[src/rtl/inst_fetch_axi.sv]
// Single-beat AXI4 instruction fetch unit: one outstanding INCR read of a 32-bit word.
// Flushes kill the in-flight fetch while still completing any AXI handshakes already owed.
module inst_fetch_axi #(
  parameter logic [3:0] ARID = 4'h0
) (
  input  logic        clk,
  input  logic        rst,
  input  logic        fetch_req_i,
  input  logic [31:0] fetch_addr_i,
  input  logic        flush_i,
  output logic [31:0] inst_o,
  output logic [31:0] inst_addr_o,
  output logic        inst_valid_o,
  output logic        bus_err_o,
  output logic        stall_req_o,
  output logic [3:0]  arid_o,
  output logic [31:0] araddr_o,
  output logic [7:0]  arlen_o,
  output logic [2:0]  arsize_o,
  output logic [1:0]  arburst_o,
  output logic        arvalid_o,
  input  logic        arready_i,
  input  logic [3:0]  rid_i,
  input  logic [31:0] rdata_i,
  input  logic [1:0]  rresp_i,
  input  logic        rlast_i,
  input  logic        rvalid_i,
  output logic        rready_o
);

  typedef enum logic [1:0] {StIdle, StAr, StR, StDiscard} state_e;

  state_e state_q;
  logic   flush_seen_q;
  logic   aligned_req;
  logic   unused_r;

  // Only one beat is ever requested, so ID and LAST carry no information.
  assign unused_r = ^{rid_i, rlast_i};

  assign arid_o    = ARID;
  assign arlen_o   = 8'd0;
  assign arsize_o  = 3'b010;
  assign arburst_o = 2'b01;
  assign arvalid_o = (state_q == StAr);
  assign rready_o  = (state_q == StR) || (state_q == StDiscard);

  assign aligned_req = fetch_req_i && !flush_i && (fetch_addr_i[1:0] == 2'b00);

  always_comb begin
    stall_req_o = rst && ((state_q != StIdle) || aligned_req);
  end

  always_ff @(posedge clk) begin
    if (!rst) begin
      state_q      <= StIdle;
      flush_seen_q <= 1'b0;
      araddr_o     <= 32'd0;
      inst_addr_o  <= 32'd0;
      inst_o       <= 32'd0;
      inst_valid_o <= 1'b0;
      bus_err_o    <= 1'b0;
    end else begin
      inst_valid_o <= 1'b0;
      bus_err_o    <= 1'b0;
      unique case (state_q)
        StIdle: begin
          if (fetch_req_i && !flush_i) begin
            inst_addr_o <= fetch_addr_i;
            if (fetch_addr_i[1:0] == 2'b00) begin
              araddr_o     <= fetch_addr_i;
              flush_seen_q <= 1'b0;
              state_q      <= StAr;
            end else begin
              // Misaligned PC: answer immediately with a zero word, no bus access.
              inst_valid_o <= 1'b1;
              inst_o       <= 32'd0;
            end
          end
        end
        StAr: begin
          if (flush_i) flush_seen_q <= 1'b1;
          if (arready_i) state_q <= (flush_i || flush_seen_q) ? StDiscard : StR;
        end
        StR: begin
          if (rvalid_i) begin
            state_q <= StIdle;
            if (!flush_i) begin
              inst_valid_o <= 1'b1;
              bus_err_o    <= (rresp_i != 2'b00);
              inst_o       <= (rresp_i != 2'b00) ? 32'd0 : rdata_i;
            end
          end else if (flush_i) begin
            state_q <= StDiscard;
          end
        end
        StDiscard: begin
          if (rvalid_i) state_q <= StIdle;
        end
        default: state_q <= StIdle;
      endcase
    end
  end

endmodule

[config.mk]
export PLATFORM = sky130hd
export DESIGN_NAME = inst_fetch_axi
export DESIGN_NICKNAME = d
export VERILOG_FILES = /design/src/rtl/inst_fetch_axi.sv
export SDC_FILE = /design/constraint.sdc
export NUM_CORES = 1
export LEC_CHECK = 0
export CORE_MARGIN = 2
export CORE_UTILIZATION = 39
export DETAILED_ROUTE_END_ITERATION = 12
export PLACE_DENSITY = 0.89
export SYNTH_ARGS = -nofsm -noshare
export SYNTH_HDL_FRONTEND = slang
export SYNTH_SLANG_ARGS = --single-unit
[constraint.sdc]
create_clock -name clk -period 2 [get_ports clk]
set_input_delay 0.3 -clock clk [delete_from_list [all_inputs] [get_ports clk]]
set_output_delay 0.3 -clock clk [all_outputs]
set_load 0.005 [all_outputs]
==> results by group <==
Route
  – Post-route DRC: 0
  – DRT Wirelength: between 10 and 15 mm
  – DRT Pass-1 Iters: 4
  – Via/cell ratio: between 4 and 5
  – ANT nets after route: 0
  – Via count: around 3400
  – DR iter-0 viols: between 100 and 150
  – WL/cell: 15.13 um

Floorplanning
  – Number of I/O pins: slightly below 200
  – Die X: between 100 and 150 um
  – Die area: between 10000 and 15000 um^2
  – Core area: 9153 um^2
  – Die Ht: 100.9 um
  – Row cnt: 35
  – Starting Density: ~40%

Clock tree
  – CTS root buf: clkbuf_8
  – Post-CTS setup buffer count: 0
  – Clock transition at path regs: roughly 0.09 ns
  – Cts-stage hold buffer count: 0
  – CTS tree: yes
  – Worst-Skew Late Latency: 0.35 ns
  – Longest Clk Path Bufs: 2
  – # H-tree levels: 3
  – Clock sink total: 101
  – Total CTS buffers: 9

Pwr
  – VDD IR-drop max: 0.0005386 V
  – Sequential power share: between 50% and 60%
  – Clock Power Share: between 30% and 40%
  – Pwr dens: 674.7 nW/um^2
  – Internal: about 3000 uW
  – Total Power: 3825 uW
  – Comb power frac: 12.6%
  – Leakage: approximately 0.0021 uW
  – Sw Share: about a quarter
  – Switching pwr: between 900 and 1000 uW

Setup path
  – Worst r2r dst: araddr_o[8]
  – Worst EP required: approximately 1.7 ns
  – FF-to-FF path depth: 5
  – Critical path capture point type: output pin
  – Top delay family on crit path: buffers and inverters
  – R2r startpoint: state_q[0]
  – Critical Path Slowest Stage Cell: clkdlybuf4s50_1
  – Startpoint types: primary input
  – CP bufs+invs: 2
  – Critical path class: primary input to output pin
  – Crit. path cell count: 4
  – Peak per-stage delay on the critical path: roughly 0.52 ns
  – Worst-path fanout max: 4
  – R2r setup slk: about 0.34 ns
  – Crit path cell chain: dlygate4sd2_1, nor4b_4, o31a_1, clkdlybuf4s50_1
  – Critical Path AT: 1.64 ns

Run
  – # Max-Cap Violations: 0

STA
  – Clock Skew: 0.007253 ns
  – Fin. Hold Viols: 0
  – Crit share post-route: a little over nine tenths
  – Max Slew Vio Count: 0
  – RSZ-0062 raised after global routing: false
  – F_max: approximately 500 MHz
  – Minimum clock period: between 1.5 and 2 ns
  – Final setup viols: 0
  – Final TNS setup: 0 ns

Yosys
  – Netlist cell types: 29
  – Synth Cell Area: between 3000 and 4000 um^2
  – Flop and latch count out of synthesis: just over 100
  – Sequential area share after synthesis: 55.27%
  – Syn. warnings: 0
  – Syn_area_per_cell: 9.078 um^2
  – Synthesized instance count: just over 400

Global routing
  – Global Route Usage Sum: roughly a fifth
  – Vias in the first global route: approximately 3300
  – Antenna violations before repair: 0
  – Grt total ovfl: 0
  – Largest net degree at the start of global routing: 33
  – First-pass GRT wire length: about 16 mm

Worst hold path
  – Worst hold endpoint: inst_addr_o[1]
  – HP Start: fetch_addr_i[1]
  – Worst Hold Class: primary input to register
  – Hold path cells: 4

Final layout
  – Fin nets: 650
  – Final Instance Count excl. Fillers: a little under 700
  – Ant. Diodes: 0
  – Most frequent cells in the layout: 168 x clkdlybuf4s50_1, 126 x nand2_1, 100 x dfxtp_1
  – P&R area growth vs syn: 54.96%
  – Most common cell after layout, fill and taps aside: clkdlybuf4s50_1
  – Layout cells sized above 1: just over 8%

Placed design
  – Placed Cells: 673
  – Buffers on Ports: approximately 170
  – Hpwl dp: 7.555 mm
  – GP Congestion: roughly 0.77

Run status
  – Status: finished clean
area by class of cell:
cell class / count / area [um^2]
Multi-Input combinational cell: 267 / 1399
Sequential cell: 101 / 2023
Clock buffer: 11 / 131.4
Tap cell: 111 / 138.9
Fill cell: 779 / 3483
Timing Repair Buffer: 191 / 1904
Inverter: 3 / 11.26
Clock inverter: 5 / 61.31
layer usage:
layer  global-route usage [%]  vias to the layer above  routed length, um
li1                         -                     1645                  -
met1                    22.82                     1603               4174
met2                    35.03                      138               5302
met3                    7.836                        6                894
met4                    3.793                        0                 55
met5                        0                        -                  0
repair_timing:
action                                  in CTS  in global routing
endpoints found under the setup margin       2                  2
pin swaps                                    0                  1
resized for setup                            4                  4
worst max path at each step:
stage,startpoint,to
CTS,fetch_req_i,stall_req_o
finish,fetch_addr_i[0],stall_req_o
floorplan,flush_i,inst_o[0]
global placement,fetch_addr_i[0],stall_req_o
detailed placement,fetch_addr_i[0],stall_req_o
global route,state_q[0],arvalid_o
registers in the layout (all words and copies together) (netlist names):
register,cells
araddr_o,32
inst_addr_o,32
inst_o,32
state_q,2
bus_err_o,1
flush_seen_q,1
inst_valid_o,1
power by group through the flow:
stage          combinational (uW)  sequential, uW  clock (uW)
2_1_floorplan                 196            2130           0
3_3_place_gp                  466            2130           0
3_5_place_dp                  478            2130           0
4_1_cts                       480            2090        1310
5_1_grt                       519            2090        1390
6_report                      481            2090        1260
logic make-up (layout without fill, tap and decap cells):
logic type	after synthesis	after routing	share of synthesized area [%]
AND/OR/NAND/NOR	144	144	16.59
multiplexers	1	1	0.2736
flip-flops	101	101	55.27
other	2	17	0.2053
AO/OA/AOI/OAI	105	105	19.01
buffers and inverters	50	210	8.652
cell usage after synthesis, drive strengths merged:
cell type,instances,area (um^2)
nand3,1,5.000
nor2b,1,6.260
nor2,7,26.28
o31a,1,8.760
a21oi,66,349.1
or4b,1,13.76
dfxtp,101,2022
and3b,1,8.760
a2111oi,1,10.01
a22oi,2,15.01
inv,3,11.26
conb,2,7.510
and3,2,12.51
o21ai,1,5.000
a22o,32,280.3
nor3,2,21.27
clkbuf,18,67.56
nand3b,1,7.510
o311ai,1,8.760
nor4b,2,32.53
nand2,126,473.0
o21bai,1,18.77
mux2i,1,10.01
buf,29,237.7
per-stage QoR:
stage / utilization, % / cell area, um^2 / hold WS [ns] / setup slack, ns
global placement: 59.60 / 5455 / 0.4418 / -0.1940
floorplan: - / 3715 / 0.4158 / 0.2988
finish: 61.94 / 5669 / 0.4116 / 0.05784
detailed placement: 59.60 / 5455 / 0.4453 / -0.1654
global route: 61.94 / 5669 / 0.4005 / 0.01901
CTS: 61.76 / 5653 / 0.4179 / -0.02076
worst reg2reg max path, stage by stage, from the launching register on:
cell and delay (ns):
dfxtp_2 0.38, or4b_4 0.59, nor3_4 0.15, buf_4 0.25
nand2_1 0.11, a21oi_2 0.12
Note: power is estimated with default switching activity, not from simulation.
